==> src/rtl/noc_vc_split_pkg.sv <==
// Shared parameters and types for the multi-VC link receive endpoint.
// Holds the link geometry (VC count, flit width, per-VC FIFO depth), the
// flit type encoding carried in the top two flit bits, and the state type
// of the optional per-VC packet checker (NOC_VC_SPLIT_PKT_CHECK_EN).
package noc_vc_split_pkg;

   localparam int Noc_VC_Channel    = 4;
   localparam int Noc_Data_Width    = 8;
   localparam int Noc_VC_Fifo_Depth = 4;
   localparam int Noc_Flit_Type_Msb = Noc_Data_Width - 1;

   typedef enum logic [1:0] {
      HEAD   = 2'b00,
      BODY   = 2'b01,
      TAIL   = 2'b10,
      SINGLE = 2'b11
   } Noc_flit_type_e;

   typedef enum logic {
      CHK_IDLE   = 1'b0,
      CHK_IN_PKT = 1'b1
   } noc_chk_state_e;

endpackage

==> src/rtl/noc_vc_split_fifo.sv <==
// Single-VC first-word-fall-through FIFO.
// Ports:
//   noc_clk, noc_rst   clock, synchronous active-high reset
//   i_clear            synchronous flush (pointers and count to 0)
//   i_push, i_data     write request and data
//   i_pop              pop request, honoured only while o_valid
//   o_valid, o_data    head entry valid and data
//   o_count, o_full    current occupancy and full flag
module noc_vc_split_fifo
   import noc_vc_split_pkg::*;
#(
   parameter int WIDTH = Noc_Data_Width,
   parameter int DEPTH = Noc_VC_Fifo_Depth,
   parameter int PW    = $clog2(DEPTH),
   parameter int CW    = $clog2(DEPTH) + 1
) (
   input  logic             noc_clk,
   input  logic             noc_rst,
   input  logic             i_clear,
   input  logic             i_push,
   input  logic [WIDTH-1:0] i_data,
   input  logic             i_pop,
   output logic             o_valid,
   output logic [WIDTH-1:0] o_data,
   output logic [CW-1:0]    o_count,
   output logic             o_full
);

   logic [WIDTH-1:0] r_mem [DEPTH];
   logic [PW-1:0]    r_wr_ptr;
   logic [PW-1:0]    r_rd_ptr;
   logic [CW-1:0]    r_count;
   logic             w_push;
   logic             w_pop;

   assign o_valid = (r_count != '0);
   assign o_full  = (r_count == CW'(DEPTH));
   assign o_count = r_count;
   assign o_data  = r_mem[r_rd_ptr];

   assign w_push = i_push && !o_full;
   assign w_pop  = i_pop && o_valid;

   always_ff @(posedge noc_clk) begin
      if (noc_rst || i_clear) begin
         r_wr_ptr <= '0;
         r_rd_ptr <= '0;
         r_count  <= '0;
      end else begin
         if (w_push) r_wr_ptr <= r_wr_ptr + 1'b1;
         if (w_pop)  r_rd_ptr <= r_rd_ptr + 1'b1;
         case ({w_push, w_pop})
            2'b10:   r_count <= r_count + 1'b1;
            2'b01:   r_count <= r_count - 1'b1;
            default: r_count <= r_count;
         endcase
      end
   end

   // Storage carries no reset; stale entries are never visible because
   // o_valid is derived from the count.
   always_ff @(posedge noc_clk) begin
      if (w_push && !noc_rst && !i_clear) r_mem[r_wr_ptr] <= i_data;
   end

endmodule

==> src/rtl/noc_vc_split.sv <==
// Receive-side endpoint of a multi-VC link. Steers the shared link flit
// into one FWFT FIFO per VC and returns per-VC ready / almost-full hints.
// Optional packet-framing checker enabled by macro NOC_VC_SPLIT_PKT_CHECK_EN.
// Ports:
//   noc_clk, noc_rst   clock, synchronous active-high reset
//   i_clear            flush all FIFOs (and checker state / errors)
//   i_valid, i_flit    per-VC valid (one-hot0 expected), shared flit
//   o_ready            per-VC accept, o_vc_ready per-VC occupancy < THRESHOLD
//   o_valid, o_flit    per-VC FIFO head, i_ready per-VC pop
//   o_err              sticky per-VC protocol error (0 without the checker)
//
// Checker FSM (per VC):
//   state      | meaning
//   CHK_IDLE   | between packets; expects HEAD or SINGLE
//   CHK_IN_PKT | inside a packet; expects BODY or TAIL
module noc_vc_split
   import noc_vc_split_pkg::*;
#(
   parameter int CHANNELS  = Noc_VC_Channel,
   parameter int DEPTH     = Noc_VC_Fifo_Depth,
   parameter int THRESHOLD = Noc_VC_Fifo_Depth - 2
) (
   input  logic                                     noc_clk,
   input  logic                                     noc_rst,
   input  logic                                     i_clear,
   input  logic [CHANNELS-1:0]                      i_valid,
   input  logic [Noc_Data_Width-1:0]                i_flit,
   output logic [CHANNELS-1:0]                      o_ready,
   output logic [CHANNELS-1:0]                      o_vc_ready,
   output logic [CHANNELS-1:0]                      o_valid,
   output logic [CHANNELS-1:0][Noc_Data_Width-1:0] o_flit,
   input  logic [CHANNELS-1:0]                      i_ready,
   output logic [CHANNELS-1:0]                      o_err
);

   localparam int CW = $clog2(DEPTH) + 1;

   logic [CHANNELS-1:0] w_sel_onehot;
   logic [CHANNELS-1:0] w_accept_mask;
   logic [CHANNELS-1:0] w_full;
   logic [CHANNELS-1:0] w_push;
   logic [CW-1:0]       w_count [CHANNELS];

   // Two's-complement trick isolates the lowest set valid bit.
   assign w_sel_onehot = i_valid & (~i_valid + CHANNELS'(1));
   // With nothing offered every non-full VC advertises ready.
   assign w_accept_mask = (i_valid == '0) ? '1 : w_sel_onehot;
   assign o_ready       = noc_rst ? '0 : (~w_full & w_accept_mask);
   assign w_push        = i_valid & o_ready;

   for (genvar g = 0; g < CHANNELS; g++) begin : g_vc
      noc_vc_split_fifo #(
         .WIDTH (Noc_Data_Width),
         .DEPTH (DEPTH)
      ) u_fifo (
         .noc_clk (noc_clk),
         .noc_rst (noc_rst),
         .i_clear (i_clear),
         .i_push  (w_push[g]),
         .i_data  (i_flit),
         .i_pop   (i_ready[g]),
         .o_valid (o_valid[g]),
         .o_data  (o_flit[g]),
         .o_count (w_count[g]),
         .o_full  (w_full[g])
      );

      assign o_vc_ready[g] = !noc_rst && (w_count[g] < CW'(THRESHOLD));
   end

`ifdef NOC_VC_SPLIT_PKT_CHECK_EN
   noc_chk_state_e r_state     [CHANNELS];
   noc_chk_state_e w_state_nxt [CHANNELS];
   logic [CHANNELS-1:0] r_err;
   logic [CHANNELS-1:0] w_err_set;
   Noc_flit_type_e      w_type;

   assign w_type = Noc_flit_type_e'(i_flit[Noc_Flit_Type_Msb -: 2]);

   always_ff @(posedge noc_clk) begin
      if (noc_rst || i_clear) begin
         for (int i = 0; i < CHANNELS; i++) r_state[i] <= CHK_IDLE;
         r_err <= '0;
      end else begin
         for (int i = 0; i < CHANNELS; i++) r_state[i] <= w_state_nxt[i];
         r_err <= r_err | w_err_set;
      end
   end

   always_comb begin
      // Every offered VC other than the selected one is a protocol violation.
      w_err_set = i_valid & ~w_sel_onehot;
      for (int i = 0; i < CHANNELS; i++) begin
         w_state_nxt[i] = r_state[i];
         if (w_push[i]) begin
            case (r_state[i])
               CHK_IDLE: begin
                  case (w_type)
                     HEAD:    w_state_nxt[i] = CHK_IN_PKT;
                     SINGLE:  w_state_nxt[i] = CHK_IDLE;
                     default: w_err_set[i]   = 1'b1;
                  endcase
               end
               CHK_IN_PKT: begin
                  case (w_type)
                     BODY:    w_state_nxt[i] = CHK_IN_PKT;
                     TAIL:    w_state_nxt[i] = CHK_IDLE;
                     HEAD: begin
                        w_err_set[i]   = 1'b1;
                        w_state_nxt[i] = CHK_IN_PKT;
                     end
                     default: begin
                        w_err_set[i]   = 1'b1;
                        w_state_nxt[i] = CHK_IDLE;
                     end
                  endcase
               end
               default: w_state_nxt[i] = CHK_IDLE;
            endcase
         end
      end
   end

   assign o_err = r_err;
`else
   assign o_err = '0;
`endif

endmodule
==> config.mk <==
export PLATFORM = sky130hd
export DESIGN_NAME = noc_vc_split
export DESIGN_NICKNAME = d
export VERILOG_FILES = /design/src/rtl/noc_vc_split_pkg.sv /design/src/rtl/noc_vc_split_fifo.sv /design/src/rtl/noc_vc_split.sv
export SDC_FILE = /design/constraint.sdc
export NUM_CORES = 1
export LEC_CHECK = 0
export BUFFER_PORTS_ARGS = -buffer_cell sky130_fd_sc_hd__buf_2
export CORE_UTILIZATION = 45
export CTS_CLUSTER_DIAMETER = 150
export DETAILED_ROUTE_END_ITERATION = 6
export GPL_ROUTABILITY_DRIVEN = 0
export SYNTH_ARGS = -nofsm -noshare
export SYNTH_HDL_FRONTEND = slang
export SYNTH_SLANG_ARGS = --single-unit
==> constraint.sdc <==
create_clock -name noc_clk -period 6.7 [get_ports noc_clk]
set_input_delay 1.675 -clock noc_clk [delete_from_list [all_inputs] [get_ports noc_clk]]
set_output_delay 1.675 -clock noc_clk [all_outputs]
set_load 0.1 [all_outputs]
==> results_dict.tcl, run 1 <==
set metrics [dict create \
    post_cts_resized 0 \
    clockRootBuffer "clkbuf_16" \
    seq_area_sq_um 4564 \
    pwr-share-seq_pct 50.6 \
    hold_viol_final 0 \
    postCtsSetupBuffers 0 \
    die_w_microns 123.6 \
    cts.sinks 164 \
    place_hpwl_microns 7363 \
    critPathMaxFanout 5 \
    p_sw_share_pct 22.77 \
    outcome "completed" \
    whs_ns 0.4996 \
    hold_depth 2 \
    grt.total_usage_pct 16.63 \
    worstHoldPathType "flop to flop" \
    dieArea_sq_um 15270 \
    postRouteAntennaNets 0 \
    cts.clk_slew.worst_paths_ns 0.06 \
    ir_worst_vdd_uv 155.6 \
    leakagePower_nw 2.673 \
    diodes 0 \
    first_global_vias 3321 \
    p_sw_mw 0.4968 \
    layout_commonest_cell "edfxtp_1" \
    rsz0062_at_grt "false" \
    synth_seq_cells 164 \
    wl_microns 11420 \
    seq_area_frac_synth_pct 68.64 \
    worstReg2RegEnd "g_vc[2].u_fifo.o_count[2]" \
    worst_slack_ns 2.140 \
    synth_cell_types 32 \
    nFillCells 1171 \
    post-place-ws_ns 2.137 \
    mostFrequentLayoutCells "edfxtp_1, buf_2, dfxtp_1, mux4_2, nor2_1" \
    rows 44 \
    antenna_found_initial 0 \
    wl_per_cell_microns 17.05 \
    critPathLaunchType "primary input" \
    worstPathArrival_ns 2.88 \
    dp_cells 638 \
    finalMaxSlewViolations 0 \
    r2r_slack_ns 4.10 \
    synth_cells 400 \
    r2r_start "g_vc[2].u_fifo.o_count[2]" \
    syn_area_sq_um 6650 \
    reg2reg_depth 8 \
    period_minus_slack_ns 4.560 \
    clock_skew_ns 0.01016 \
    stdcell_count 670 \
    cellPowerDensity_nw_per_um2 280.8 \
    fin_nets 516 \
    cts.path.max_buffers 2 \
    via_per_inst 5.018 \
    drv_cap 0 \
    io_buffers 62 \
    route.detailed.drc 0 \
    startpoint "i_valid[0]" \
    grt_max_degree 27 \
    drive_gt1_share_pct 29.63 \
    worstHoldStart "g_vc[3].u_fifo.r_wr_ptr[1]" \
    synthArstFlopShare_pct 0 \
    cp_data_required_time_ns 5.03 \
    internal_power_mw 1.685 \
    cts-hold-fix-buffers 0 \
    max_freq_mhz 219.3 \
    postSynthAreaPerCell_sq_um 16.63 \
    cts_tree "done" \
    core_region_area_sq_um 14480 \
    cts_made_buffers 17 \
    finalSetupViolations 0 \
    gr-total-overflow 0 \
    grt_pass1_wl_microns 17840 \
    die_h_microns 123.6 \
    slew_headroom_pct 38.47 \
    synth_edf_count 128 \
    ys.flop_type "edfxtp_1" \
    power.share.clock_pct 43.9 \
    insertion_delay_ns 0.42 \
    ioPinCount 67 \
    htreeDepth 4 \
    timing.final.crit_share_pct 68.06 \
    multi_input_area_sq_um 1897 \
    drt_iter0_drc 169 \
    cp-endpoint "o_ready[3]" \
    num_vias 3362 \
    ys_warn_count 0 \
    crit_path_end_kind "primary output" \
    critPathKind "primary input to primary output" \
    max_slew.worst_pin.slew_ns 0.9195 \
    pwr-share-comb_pct 5.5 \
    tns_ns 0 \
    area_growth_syn_to_layout_pct 16.84 \
    dr.pass1.iters 4 \
    final_core_utilization_pct 53.66 \
    initial_core_util_pct 45.93 \
]
[how the worst min path moves through the flow]
stage / end / slack (ns)
after detailed placement: g_vc[3].u_fifo.r_wr_ptr[1] / 0.49
after floorplan: g_vc[0].u_fifo.r_wr_ptr[1] / 0.47
after global placement: g_vc[1].u_fifo.r_wr_ptr[1] / 0.48
final: g_vc[3].u_fifo.r_wr_ptr[1] / 0.50
after CTS: g_vc[3].u_fifo.r_wr_ptr[1] / 0.50
after global routing: g_vc[2].u_fifo.r_wr_ptr[1] / 0.53
[Yosys cell counts (3+ instances only)]
cell type	number	area (sq um)
or3_1	8	50.05
nand2_1	15	56.30
dfxtp_1	36	720.7
buf_4	8	60.06
nor3_1	7	35.03
o311ai_0	4	35.03
mux4_2	32	720.7
ha_1	20	250.2
and2_1	3	18.77
nor2_1	31	116.4
inv_1	21	78.83
mux2i_1	7	70.07
o21ai_0	4	20.02
edfxtp_1	128	3844
fa_1	4	80.08
a21oi_1	9	45.04
o31a_1	4	35.03
xnor2_1	4	35.03
clkbuf_1	11	41.29
buf_1	4	15.01
xor2_1	12	105.1
nor3b_1	15	112.6
[layer usage]
metal / GRT usage (%) / share of wire, % / wire (microns) / vias to the layer above
met5: 0 / 0 / 0 / -
met4: 7.681 / 1.8 / 205 / 0
met3: 4.290 / 3.4 / 384 / 16
met2: 25.52 / 47 / 5346 / 64
met1: 22.21 / 48 / 5488 / 1645
li1: - / - / - / 1637
[sequential cells by signal, summed over array words and instances (netlist names), named ones only]
signal and cells:
g_vc.u_fifo.r_mem 128, g_vc.u_fifo.o_count 12, g_vc.u_fifo.r_wr_ptr 8, g_vc.u_fifo.r_rd_ptr 8
[logic make-up after synthesis]
group / share of synthesized area [%]
adder cells (fa/ha/maj): 4.967
buffers and inverters: 3.010
flip-flops: 68.64
multiplexers: 12.12
AND/OR/NAND/NOR: 6.924
other: 0.05639
XOR/XNOR: 2.107
AO/OA/AOI/OAI: 2.182
[critical path, stage by stage]
cell	delay [ns]
buf_2	0.13
or4_4	0.54
nor2_1	0.11
buf_2	0.43
[through the flow]
| step | cell area, sq um | power [mW] |
|---|---|---|
| after floorplan | 6661 | 1.217 |
| after global placement | 7178 | 1.244 |
| after detailed placement | 7178 | 1.246 |
| after CTS | 7770 | 2.200 |
| after global routing | 7770 | 2.243 |
| final | 7770 | 2.182 |
[power groups by stage]
| stage | Clock [mW] | Sequential, mW | Combinational, mW |
|---|---|---|---|
| 2_1_floorplan | 0 | 1.13 | 0.0918 |
| 3_3_place_gp | 0 | 1.13 | 0.118 |
| 3_5_place_dp | 0 | 1.13 | 0.120 |
| 4_1_cts | 0.975 | 1.10 | 0.120 |
| 5_1_grt | 1.01 | 1.10 | 0.127 |
| 6_report | 0.958 | 1.10 | 0.119 |
[area by class of cell]
class	instances	area share, %
clock buffer	18	5.652
multi-input combinational	194	24.41
clock inverter	14	1.965
sequential	164	58.74
inverter	21	1.014
tap	184	2.963
timing repair buffer	75	5.250
Note: power is estimated with default switching activity, not from simulation.
==> run 2: changes to the inputs <==
ABC_AREA = 1   (was not set)
PLACE_DENSITY = 0.66   (was not set)
clock period = 3.67 ns   (was 6.7 ns; I/O delays follow)
==> run 2 against run 1 <==
Core utilization grew 0.49 points. Global-route usage grew 1.7 points. Hold slack lost 0.011 ns. Critical path depth is the same. Largest cell class unchanged. Highest routed layer unchanged.
==> results_dict.tcl, run 2 <==
set metrics [dict create \
    pwr-share-comb_pct 5.5 \
    critPathLaunchType "flop" \
    layout_commonest_cell "edfxtp_1" \
    synth_most_common_cell "edfxtp_1" \
    ioPinCount 67 \
    whs_ns 0.4885 \
    nFillCells 1206 \
    yosysTopAreaCellShare_pct 56.85 \
    tns_ns 0 \
    via_per_inst 5.245 \
    critPathKind "flop to primary output" \
    regMostFlops "g_vc.u_fifo.r_mem" \
    multi_input_area_sq_um 1913 \
    mostFrequentLayoutCells "edfxtp_1, nor2_1, o21ai_0, buf_2, inv_1" \
    first_global_vias 4178 \
    drt_iter0_drc 397 \
    synth-simple-area-share_pct 10.97 \
    cts_made_buffers 17 \
    fin_nets 682 \
    core_region_area_sq_um 14590 \
    initial_core_util_pct 46.35 \
    ir_worst_vdd_uv 318.9 \
    grt_max_degree 18 \
    critPathMaxFanout 17 \
    synthArstFlopShare_pct 0 \
    num_vias 4385 \
    route.detailed.drc 0 \
    clock_skew_ns 0.007637 \
    cts.sinks 164 \
    yosysTopAreaCell "edfxtp_1" \
    max_slew.worst_pin.slew_ns 0.7815 \
    power_mw 4.157 \
    p_sw_mw 0.8727 \
    timing.final.crit_share_pct 84.72 \
    internal_power_mw 3.285 \
    postRouteAntennaNets 0 \
    power.share.clock_pct 46.0 \
    drv_cap 0 \
    period_minus_slack_ns 3.109 \
    wl_microns 13560 \
    leakagePower_nw 2.858 \
    slew_headroom_pct 47.67 \
    cp_data_required_time_ns 2.75 \
    synth_cells 569 \
    grt_pass1_wl_microns 21520 \
    synth_mux_area_share_pct 0 \
    io_buffers 62 \
    hold_viol_final 0 \
    p_sw_share_pct 20.99 \
    synthAdderAreaFrac_pct 4.885 \
    synth_cell_types 29 \
    finalSetupViolations 0 \
    dr.pass1.iters 4 \
    antenna_found_initial 0 \
    clockRootBuffer "clkbuf_16" \
    synth_seq_cells 164 \
    synth_xor_area_share_pct 0.5181 \
    synth_edf_count 128 \
    wl_per_cell_microns 16.22 \
    drive_gt1_share_pct 18.10 \
    htreeDepth 4 \
    insertion_delay_ns 0.42 \
    die_w_microns 124.6 \
    postSynthAreaPerCell_sq_um 11.88 \
    seq_area_sq_um 4564 \
    synth_top_family_by_area "compound AO/OA/AOI/OAI gates" \
    cts.clk_slew.worst_paths_ns 0.06 \
    gr-total-overflow 0 \
    outcome "completed" \
    cts-hold-fix-buffers 0 \
    pwr-share-seq_pct 48.5 \
    postCtsSetupBuffers 0 \
    seq_area_frac_synth_pct 67.51 \
    place_hpwl_microns 8924 \
    worstPathArrival_ns 2.19 \
    ys.flop_type "edfxtp_1" \
    post_cts_resized 0 \
    worstHoldPathType "flop to flop" \
    ys_warn_count 0 \
    max_freq_mhz 321.6 \
    die_h_microns 124.6 \
    syn_area_sq_um 6761 \
    area_growth_syn_to_layout_pct 16.84 \
    synth-compound-area-share_pct 11.40 \
    finalMaxSlewViolations 0 \
    synth_common_cells "edfxtp_1, nor2_1, o21ai_0" \
    cts.path.max_buffers 2 \
    grt.total_usage_pct 18.35 \
    dieArea_sq_um 15520 \
    cellPowerDensity_nw_per_um2 526.2 \
    cts_tree "done" \
    rows 44 \
    synthTopCellsByArea "edfxtp_1, dfxtp_1, o21ai_0" \
    largest_reg_flops 128 \
    crit_path_end_kind "primary output" \
    rsz0062_at_grt "false" \
    diodes 0 \
]
-- run 2: cell type report --
class / count / share of cell area, %
clock buffers: 22 / 5.876
clock inverters: 10 / 2.249
inverters: 54 / 2.566
multi-input cells: 335 / 24.22
flip-flops and latches: 164 / 57.78
well taps: 184 / 2.914
repair buffers: 67 / 4.403
-- run 2: kinds of logic (layout without fill, tap and decap cells) --
group / after synthesis / count (layout)
simple gates: 157 / 157
compound gates: 146 / 146
flops: 164 / 164
fa+ha+maj: 24 / 24
buf+inv: 73 / 153
xor+xnor: 4 / 4
other cells: 1 / 4
-- run 2: stage by stage --
stage / instances / instance area, sq um / setup slack, ns / util [%]
finish: 836 / 7900 / 0.5608 / 54.15
global route: 836 / 7900 / 0.4252 / 54.15
CTS: 836 / 7900 / 0.5596 / 54.15
detailed placement: 804 / 7258 / 0.7674 / 49.75
global placement: 804 / 7258 / 0.7889 / 49.75
floorplan: 572 / 6793 / 0.1121 / -
-- run 2: path summary, 6_finish.rpt --
| kind | cells after the start | from | to | slack, ns |
|---|---|---|---|---|
| setup / recovery | 4 | flop | o_flit[8] | 0.56 |
| hold / removal | 1 | g_vc[0].u_fifo.r_rd_ptr[0] | g_vc[0].u_fifo.r_rd_ptr[0] | 0.49 |
| hold reg to reg | 1 | g_vc[0].u_fifo.r_rd_ptr[0] | g_vc[0].u_fifo.r_rd_ptr[0] | 0.49 |
| setup reg to reg | 11 | g_vc[3].u_fifo.o_count[2] | g_vc[3].u_fifo.o_count[2] | 1.41 |
-- run 2: power groups by stage --
| stage | registers (mW) | logic, mW | clock network (mW) |
|---|---|---|---|
| after floorplan | 2.05 | 0.169 | 0 |
| after CTS | 2.02 | 0.230 | 1.93 |
| after global placement | 2.05 | 0.225 | 0 |
| final | 2.02 | 0.229 | 1.91 |
| after global routing | 2.02 | 0.242 | 2.00 |
| after detailed placement | 2.06 | 0.230 | 0 |
-- run 2: worst max-delay path, stage by stage, from the launching register on --
cell,delay [ns]
dfxtp_1,0.66
inv_1,0.37
o21ai_0,0.30
o22ai_1,0.11
buf_2,0.31
-- run 2: routing by layer --
layer  vias to the layer above  share of wire, %  GRT usage (%)
met5                         -                 0              0
met4                         0               1.9          8.646
met3                        20               5.0          4.081
met2                       116                49          30.16
met1                      2112                44          22.99
li1                       2137                 -              -
==> run 3: changes to the inputs <==
clock period = 2.57 ns   (was 3.67 ns; I/O delays follow)
==> run 3 against run 2 <==
Via count is 2.0% higher. Sequential cell count stayed put. Worst setup slack worse by 0.47 ns. Count of clock-buffer cells in the layout is 1 lower. Critical path depth is 2 higher. First-iteration DRC count is 13% lower. Critical endpoint is now o_flit[23]. Largest cell class unchanged.
==> results_dict.tcl, run 3 (same netlist as run 2, synthesis figures left out) <==
set metrics [dict create \
    outcome "completed" \
    place_hpwl_microns 9443 \
    stdcell_count 862 \
    grt_pass1_wl_microns 23210 \
    io_buffers 62 \
    cts.path.max_buffers 2 \
    clock_skew_ns 0.009171 \
    met2_usage_pct 32.24 \
    worstHoldStart "g_vc[3].u_fifo.r_rd_ptr[0]" \
    rows 44 \
    gr-total-overflow 0 \
    dr.pass1.iters 4 \
    cp_data_required_time_ns 1.93 \
    worstPathArrival_ns 1.84 \
    critPathKind "flop to primary output" \
    largest_reg_flops 128 \
    cpMostUsedCell "buf_4" \
    critPathLaunchType "flop" \
    postRouteAntennaNets 0 \
    antenna_found_initial 0 \
    cp_num_buf_inv 4 \
    fin_nets 708 \
    die_w_microns 124.6 \
    crit_path_end_kind "primary output" \
    max_stage_delay_ns 0.48 \
    first_global_vias 4513 \
    max_freq_mhz 403.3 \
    drive_gt1_share_pct 26.84 \
    wl_microns 14270 \
    use_met3_pct 4.768 \
    crit_slowest_cell "dfxtp_1" \
    finalSetupViolations 0 \
    timing.final.crit_share_pct 96.48 \
    finalMaxSlewViolations 0 \
    grt_busiest_layer "met2" \
    drt_iter0_drc 346 \
    insertion_delay_ns 0.42 \
    die_h_microns 124.6 \
    cts-hold-fix-buffers 0 \
    layout_commonest_cell "edfxtp_1" \
    cts.clk_slew.worst_paths_ns 0.06 \
    cts_made_buffers 17 \
    grt_max_degree 17 \
    core_region_area_sq_um 14590 \
    ioPinCount 67 \
    r2r_slack_ns 0.31 \
    r2r_start "g_vc[2].u_fifo.o_count[1]" \
    grt_util_met1_pct 25.60 \
    htreeDepth 4 \
    wl_per_cell_microns 16.55 \
    crit_family "buffers and inverters" \
    hold_viol_final 0 \
    cts.sinks 164 \
    num_vias 4474 \
    clockRootBuffer "clkbuf_16" \
    max_slew.worst_pin.slew_ns 0.5105 \
    via_per_inst 5.190 \
    leakagePower_nw 3.032 \
    worstPathCellList "clkinvlp_4 > buf_4 > buf_4 > nor2_1 > o22ai_2 > clkbuf_4" \
    cts_tree "done" \
    dp_cells 823 \
    area_growth_syn_to_layout_pct 23.26 \
    critPathMaxFanout 7 \
    grt.total_usage_pct 19.78 \
    dieArea_sq_um 15520 \
    power_mw 5.450 \
    route.detailed.drc 0 \
    slew_headroom_pct 66.20 \
    regMostFlops "g_vc.u_fifo.r_mem" \
    drv_cap 0 \
    ir_worst_vdd_uv 468.4 \
    cellPowerDensity_nw_per_um2 653.9 \
    worstHoldPathType "flop to flop" \
    mostFrequentLayoutCells "edfxtp_1, nor2_1, o21ai_0, inv_1, buf_4" \
    diodes 0 \
    period_minus_slack_ns 2.480 \
    initial_core_util_pct 46.35 \
]
## run 3: cell count changes in the layout (fill, tap and decap cells not counted), moves of 3 or more
cell	previous run	this run
buf_4	5	41
o22ai_1	32	0
o22ai_2	0	32
buf_2	62	34
clkbuf_4	0	12
buf_12	0	6
clkinvlp_4	0	6
bufinv_16	5	0
inv_1	53	50
## run 3: layer usage
metal	up-vias	part of all wire, %
li1	2193	-
met4	0	1.4
met3	13	3.7
met5	-	0
met1	2179	45
met2	89	50
## run 3: worst reg2reg max path, delay by kind of cell (launching register included)
kind                       cells  cell delay [ns]
adders and majority gates      2             0.56
DFF                            1             0.37
buffers and inverters          3             0.36
AOI/OAI and AO/OA              2             0.22
and+or+nand+nor                4             0.70
## run 3: area by class of cell
| cell class | count | area (sq um) |
|---|---|---|
| Clock buffer | 21 | 450.4 |
| Clock inverter | 11 | 63.81 |
| Fill cell | 1170 | 6255 |
| Inverter | 54 | 214.0 |
| Multi-Input combinational cell | 335 | 2121 |
| Sequential cell | 164 | 4567 |
| Tap cell | 184 | 230.2 |
| Timing Repair Buffer | 93 | 688.2 |
## run 3: metrics by stage
step / setup TNS [ns] / worst slack, ns / util [%] / hold WS [ns] / area, sq um
final: 0 / 0.09050 / 57.13 / 0.4851 / 8334
after CTS: 0 / 0.002943 / 56.57 / 0.4941 / 8253
after detailed placement: 0 / 0.1277 / 52.67 / 0.4782 / 7684
after floorplan: 0 / 0.02091 / - / 0.4540 / 7000
after global placement: 0 / 0.1841 / 52.67 / 0.4651 / 7684
after global routing: -0.05259 / -0.03211 / 57.13 / 0.5166 / 8334
## run 3: path summary, 6_finish.rpt
check | end | cells past startpoint
worst max-delay path | o_flit[23] | 6
worst min-delay path | g_vc[3].u_fifo.r_rd_ptr[0] | 1
worst max register to register | g_vc[2].u_fifo.o_count[2] | 11
worst min register to register | g_vc[3].u_fifo.r_rd_ptr[0] | 1
## run 3: where the power goes
group          leakage (nW)  total (mW)  switching (mW)  internal (mW)
Combinational          1.34       0.361           0.286         0.0752
Sequential             1.44        2.88         0.00628           2.87
Clock                 0.247        2.21           0.969           1.24
Total                  3.03        5.45            1.26           4.19
## run 3: what timing repair did
action                                 4_1_cts  5_1_grt
endpoints found under the hold margin        0        0
resized for setup                           13       15
setup buffers                                3        4
setup endpoints to repair                   16       19
